### src/rtl/syncram_rdport_pkg.sv
// Shared definitions for the syncram read-port client: state encoding and response buffer depth.
// Latency: n/a (types and constants only).
// Backpressure: n/a.
package syncram_rdport_pkg;

  typedef enum logic {
    ST_CLEAR = 1'b0,
    ST_RUN   = 1'b1
  } state_t;

  localparam int RSP_DEPTH = 2;

endpackage

### src/rtl/syncram_rdport_fifo2.sv
// Two-entry response buffer holding RAM read data until the consumer takes it.
// Latency: a pushed word is visible at the head on the cycle after the push.
// Backpressure: none internally; the caller guarantees no push when full and no pop when empty.
module syncram_rdport_fifo2
  import syncram_rdport_pkg::*;
#(
  parameter int DWIDTH = 16
) (
  input  logic              clk,
  input  logic              reset,
  input  logic              push_i,
  input  logic [DWIDTH-1:0] push_data_i,
  input  logic              pop_i,
  output logic [1:0]        count_o,
  output logic [DWIDTH-1:0] head_o
);

  logic [DWIDTH-1:0] mem_q [RSP_DEPTH];
  logic              wr_ptr_q;
  logic              rd_ptr_q;
  logic [1:0]        count_q;
  logic [1:0]        count_d;

  // Occupancy update; simultaneous push and pop cancel out.
  always_comb begin
    count_d = count_q + {1'b0, push_i} - {1'b0, pop_i};
  end

  // Pointers and occupancy; cleared so buffered data is discarded on reset.
  always_ff @(posedge clk) begin
    if (reset) begin
      wr_ptr_q <= 1'b0;
      rd_ptr_q <= 1'b0;
      count_q  <= 2'd0;
    end else begin
      if (push_i) wr_ptr_q <= ~wr_ptr_q;
      if (pop_i)  rd_ptr_q <= ~rd_ptr_q;
      count_q <= count_d;
    end
  end

  // Storage needs no reset: entries are only observed when count_q says they are valid.
  always_ff @(posedge clk) begin
    if (push_i) mem_q[wr_ptr_q] <= push_data_i;
  end

  assign count_o = count_q;
  assign head_o  = mem_q[rd_ptr_q];

endmodule

### src/rtl/syncram_rdport.sv
// Read-side client of the dual-port sync RAM: zero-fills the RAM after reset, then serves reads (SYNCRAM_RDPORT_BYPASS_EN forwards same-cycle snoop writes).
// Latency: response earliest 2 cycles after request acceptance; 1 request/cycle sustained with rsp_ready high.
// Backpressure: req_ready drops when buffered + in-flight responses (less this cycle's pop) would reach 2.
module syncram_rdport
  import syncram_rdport_pkg::*;
#(
  parameter int DWIDTH         = 16,
  parameter int AWIDTH         = 8,
  parameter bit CLEAR_ON_RESET = 1'b1
) (
  input  logic              clk,
  input  logic              reset,
  input  logic              req_valid,
  output logic              req_ready,
  input  logic [AWIDTH-1:0] req_addr,
  output logic              rsp_valid,
  input  logic              rsp_ready,
  output logic [DWIDTH-1:0] rsp_data,
  output logic [AWIDTH-1:0] ram_raddr,
  input  logic [DWIDTH-1:0] ram_rdata,
  output logic [AWIDTH-1:0] ram_waddr,
  output logic [DWIDTH-1:0] ram_wdata,
  output logic              ram_we,
  output logic              clear_busy,
  input  logic              snoop_we,
  input  logic [AWIDTH-1:0] snoop_waddr,
  input  logic [DWIDTH-1:0] snoop_wdata
);

  state_t            state_q, state_d;
  logic [AWIDTH-1:0] cnt_q, cnt_d;
  logic              inflight_q;
  logic [1:0]        fifo_count;
  logic [DWIDTH-1:0] fifo_head;
  logic [DWIDTH-1:0] push_data;
  logic [2:0]        occ;
  logic              pop;
  logic              issue;

  // Clear sequencer: walk every address once, then hand over to read service.
  always_comb begin
    state_d = state_q;
    cnt_d   = cnt_q;
    if (state_q == ST_CLEAR) begin
      cnt_d = cnt_q + 1'b1;
      if (cnt_q == '1) state_d = ST_RUN;
    end
  end

  // State, clear counter and in-flight flag; a reset abandons any read in the RAM pipe.
  always_ff @(posedge clk) begin
    if (reset) begin
      state_q    <= CLEAR_ON_RESET ? ST_CLEAR : ST_RUN;
      cnt_q      <= '0;
      inflight_q <= 1'b0;
    end else begin
      state_q    <= state_d;
      cnt_q      <= cnt_d;
      inflight_q <= issue;
    end
  end

  // Outputs are forced quiet while reset is held, whatever the registers hold.
  assign rsp_valid  = !reset && (fifo_count != 2'd0);
  assign pop        = rsp_valid && rsp_ready;
  // A pop this cycle frees a slot immediately, so rsp_ready reaches req_ready combinationally.
  assign occ        = {1'b0, fifo_count} + {2'b00, inflight_q} - {2'b00, pop};
  assign req_ready  = !reset && (state_q == ST_RUN) && (occ < 3'(RSP_DEPTH));
  assign issue      = req_valid && req_ready;

  assign ram_raddr  = req_addr;
  assign ram_waddr  = cnt_q;
  assign ram_wdata  = '0;
  assign ram_we     = !reset && (state_q == ST_CLEAR);
  assign clear_busy = !reset && (state_q == ST_CLEAR);
  assign rsp_data   = fifo_head;

`ifdef SYNCRAM_RDPORT_BYPASS_EN
  logic              byp_hit_q;
  logic [DWIDTH-1:0] byp_dat_q;

  // Capture a write landing on the address being read this cycle; the RAM would return stale data.
  always_ff @(posedge clk) begin
    if (reset) begin
      byp_hit_q <= 1'b0;
      byp_dat_q <= '0;
    end else begin
      byp_hit_q <= issue && snoop_we && (snoop_waddr == req_addr);
      byp_dat_q <= snoop_wdata;
    end
  end

  assign push_data = byp_hit_q ? byp_dat_q : ram_rdata;
`else
  // Without forwarding the RAM's read-before-write result is returned as is.
  logic unused_snoop;
  assign unused_snoop = ^{snoop_we, snoop_waddr, snoop_wdata};
  assign push_data    = ram_rdata;
`endif

  syncram_rdport_fifo2 #(
    .DWIDTH (DWIDTH)
  ) u_fifo (
    .clk         (clk),
    .reset       (reset),
    .push_i      (inflight_q),
    .push_data_i (push_data),
    .pop_i       (pop),
    .count_o     (fifo_count),
    .head_o      (fifo_head)
  );

endmodule

### config.mk
export PLATFORM = sky130hd
export DESIGN_NAME = syncram_rdport
export DESIGN_NICKNAME = d
export VERILOG_FILES = /design/src/rtl/syncram_rdport_pkg.sv /design/src/rtl/syncram_rdport_fifo2.sv /design/src/rtl/syncram_rdport.sv
export SDC_FILE = /design/constraint.sdc
export NUM_CORES = 1
export LEC_CHECK = 0
export ABC_AREA = 1
export CORE_MARGIN = 2
export CORE_UTILIZATION = 39
export CTS_CLUSTER_SIZE = 24
export DETAILED_ROUTE_END_ITERATION = 16
export DONT_BUFFER_PORTS = 1
export GPL_ROUTABILITY_DRIVEN = 1
export PLACE_DENSITY = 0.53
export SYNTH_ARGS = -nofsm -noshare
export SYNTH_HDL_FRONTEND = slang
export SYNTH_HIERARCHICAL = 1
export SYNTH_SLANG_ARGS = --single-unit
### constraint.sdc
create_clock -name clk -period 2.84 [get_ports clk]
set_input_delay 0.142 -clock clk [delete_from_list [all_inputs] [get_ports clk]]
set_output_delay 0.142 -clock clk [all_outputs]
set_load 0.01 [all_outputs]
==> results.cfg <==
[clock_tree]
path_clk_slew_ns = 0.08
cts_num_sinks = 47
cts_max_level = 2
worstSkewPairLatency_ns = 0.29
cts_tree = yes
cts_buffer_depth = 2
root_buffer = clkbuf_8
numCtsBuffers = 5
cts_setup_buffers = 0

[synth]
synth-xor-area-share_pct = 0.818
synthSimpleGateAreaFrac_pct = 10.9
synth.distinct_cells = 28
synth_top_family_by_area = buffers and inverters
ys_warn_count = 6
synth.avg_cell_area_um2 = 12.1
synth_area_um2 = 2140
synth_cells = 177
synth-seq-area-share_pct = 58.9
synth-seq-cells = 47
synthMuxAreaShare_pct = 10.2
synth_compound_gate_area_share_pct = 1.87
synth_fa_ha_area_share_pct = 3.27

[sta]
fmax_mhz = 385
maxSlewHeadroom_pct = 39.0
fin_crit_ns = 2.60
rsz0062_at_grt = no
setup_viol = 0
tightest_slew_ns = 0.913
setup_tns_ns = 0
hold_viol = 0
drv_slew = 0
post-route-period-util_pct = 91.5
finClkSkew_ns = 0.00554

[grt]
grt_first_pass_wirelength_um = 5670
antenna_found_initial = 0
grt_max_degree = 18
grt-ovfl-total = 0
first_global_vias = 1211
track_usage_pct = 12.0

[setup_path]
reg2reg_depth = 8
critPathTopFamily = simple AND/OR/NAND/NOR gates
worstSetupEndpointType = output port
r2r_slack_ns = 0.69
crit_fanout = 5
critPathLaunchType = flip-flop
slowest_delay_ns = 0.49
r2r_end = inflight_q
critPathRequiredTime_ns = 2.70
slowest_stage = fa_1
cp_cell_sequence = nor2_1 > nor3b_2 > ha_1 > inv_1 > nand2_1 > fa_1 > inv_1 > nor3_1
reg2reg_from = u_fifo/count_o[1]
crit_top_cell = inv_1
path_buf_inv = 2
critPathKind = reg -> out
arrival_ns = 2.46

[route]
wl_per_cell_um = 13.5
num_vias = 1196
dr.pass1.iters = 4
drc_errors = 0
viasPerCell = 4.56
drt-initial-drc-count = 44
ant_nets = 0
routed_wl_um = 3530

[pwr]
leakage_nw = 0.905
vdd_drop_max_mv = 0.244
p_per_area_nw_per_um2 = 497

[cells_and_area]
post-route-util_pct = 45.0
antenna_cells = 0
instances_no_fill = 262
drive_above_1_share_pct = 17.7
area_delta_synth_final_pct = 9.46
nNetsFinal = 249

[job]
drv_cap = 0

[placement]
io_buffers = 0
dp_cells = 236
dp_hpwl_um = 2450
place.gp.congestion = 0.740

[worst_hold_path]
min_from = reset
holdPathEnd = ram_waddr[1]
holdPathStages = 3
hold_class = in -> reg

[floorplan]
die_w_um = 78.1
core-area_um2 = 5200
die-area_um2 = 6100
start_util_pct = 41.2
fp.dieH_um = 78.1
rows = 26
ios = 105

[outcome]
status = completed
[state kept, by name, summed over array words and instances (netlist names), named ones only]
name,cells
ram_waddr,8
inflight_q,1
u_fifo/rd_ptr_q,1
u_fifo/count_o,2
u_fifo/mem_q,32
state_q,1
u_fifo/wr_ptr_q,1
[cell type report]
type | instances | area, um^2
Fill cell | 486 | 2860
Sequential cell | 47 | 1260
Multi-Input combinational cell | 97 | 644
Timing Repair Buffer | 19 | 188
Tap cell | 70 | 87.6
Inverter | 21 | 78.8
Clock buffer | 6 | 72.6
Clock inverter | 2 | 12.5
[cell usage in the layout (no fill, tap or decap), drive strengths merged, types with 2 or more instances in the layout]
cell type	instances
nand3	5
mux2	16
nand2	22
ha	4
dlygate4sd3	18
clkinv	2
nor3	3
o21ai	3
conb	16
edfxtp	32
inv	20
dfxtp	15
nor2	17
clkbuf	6
a21oi	5
[through the flow]
stage | worst slack [ns] | cell area (um^2) | hold slack, ns | power [mW]
after CTS | 0.183 | 2340 | 0.0873 | 1.19
after global placement | 0.445 | 2070 | 0.216 | 0.777
final | 0.241 | 2340 | 0.0970 | 1.17
after detailed placement | 0.308 | 2070 | 0.219 | 0.778
after global routing | 0.00405 | 2340 | 0.144 | 1.22
after floorplan | 0.668 | 2200 | 0.213 | 0.804
[cell families (layout without fill, tap and decap cells)]
| kind of cell | Yosys count | in the layout |
|---|---|---|
| AOI/OAI and AO/OA | 8 | 8 |
| xor gates and xnor gates | 2 | 2 |
| adders and majority gates | 5 | 5 |
| buffers and inverters | 48 | 48 |
| DFF | 47 | 47 |
| muxes | 16 | 16 |
| other | 1 | 16 |
| and+or+nand+nor | 50 | 50 |
[power breakdown]
group / internal, mW / switching [mW]
Sequential: 0.732 / 0.00663
Combinational: 0.0218 / 0.0264
Clock: 0.172 / 0.207
[cells in the mapped netlist, drive strengths merged]
cell type	number	area share, %
a21oi	5	1.2
buf	27	10
clkinv	1	0.18
conb	1	0.18
dfxtp	15	14
edfxtp	32	45
fa	1	0.93
ha	4	2.3
inv	20	3.5
mux2	16	10
nand2	22	4.2
nand3	5	1.4
nand4	1	0.29
nor2	17	3.7
nor3	3	0.70
nor3b	1	0.35
nor4	1	0.29
o21ai	3	0.70
xnor2	1	0.41
xor2	1	0.41
[worst max-delay path by stage]
stage / start / to / depth (start not counted)
2_1_floorplan: u_fifo/count_o[1] / req_ready / 8
3_3_place_gp: u_fifo/count_o[1] / req_ready / 8
3_5_place_dp: u_fifo/count_o[1] / req_ready / 8
4_1_cts: u_fifo/count_o[1] / req_ready / 8
5_1_grt: u_fifo/count_o[1] / req_ready / 8
6_report: u_fifo/count_o[1] / req_ready / 8
[routing by layer]
| layer | track usage, % | part of all wire [%] | vias to the layer above |
|---|---|---|---|
| met5 | 0 | 0 | - |
| met4 | 4.91 | 1.5 | 0 |
| met3 | 3.91 | 7.7 | 9 |
| met2 | 22.2 | 54 | 58 |
| met1 | 12.5 | 37 | 560 |
| li1 | - | - | 569 |
[tightest hold or removal path, stage by stage]
cell	delay, ns
nor2_1	0.09
nand2_1	0.08
nand2_1	0.04
[timing repair]
item | 4_1_cts | 5_1_grt
hold buffers | 18 | 0
gates resized for setup | 1 | 0
setup endpoints to repair | 1 | 0
endpoints found under the hold margin | 39 | 0
(Power assumes the default switching activity.)
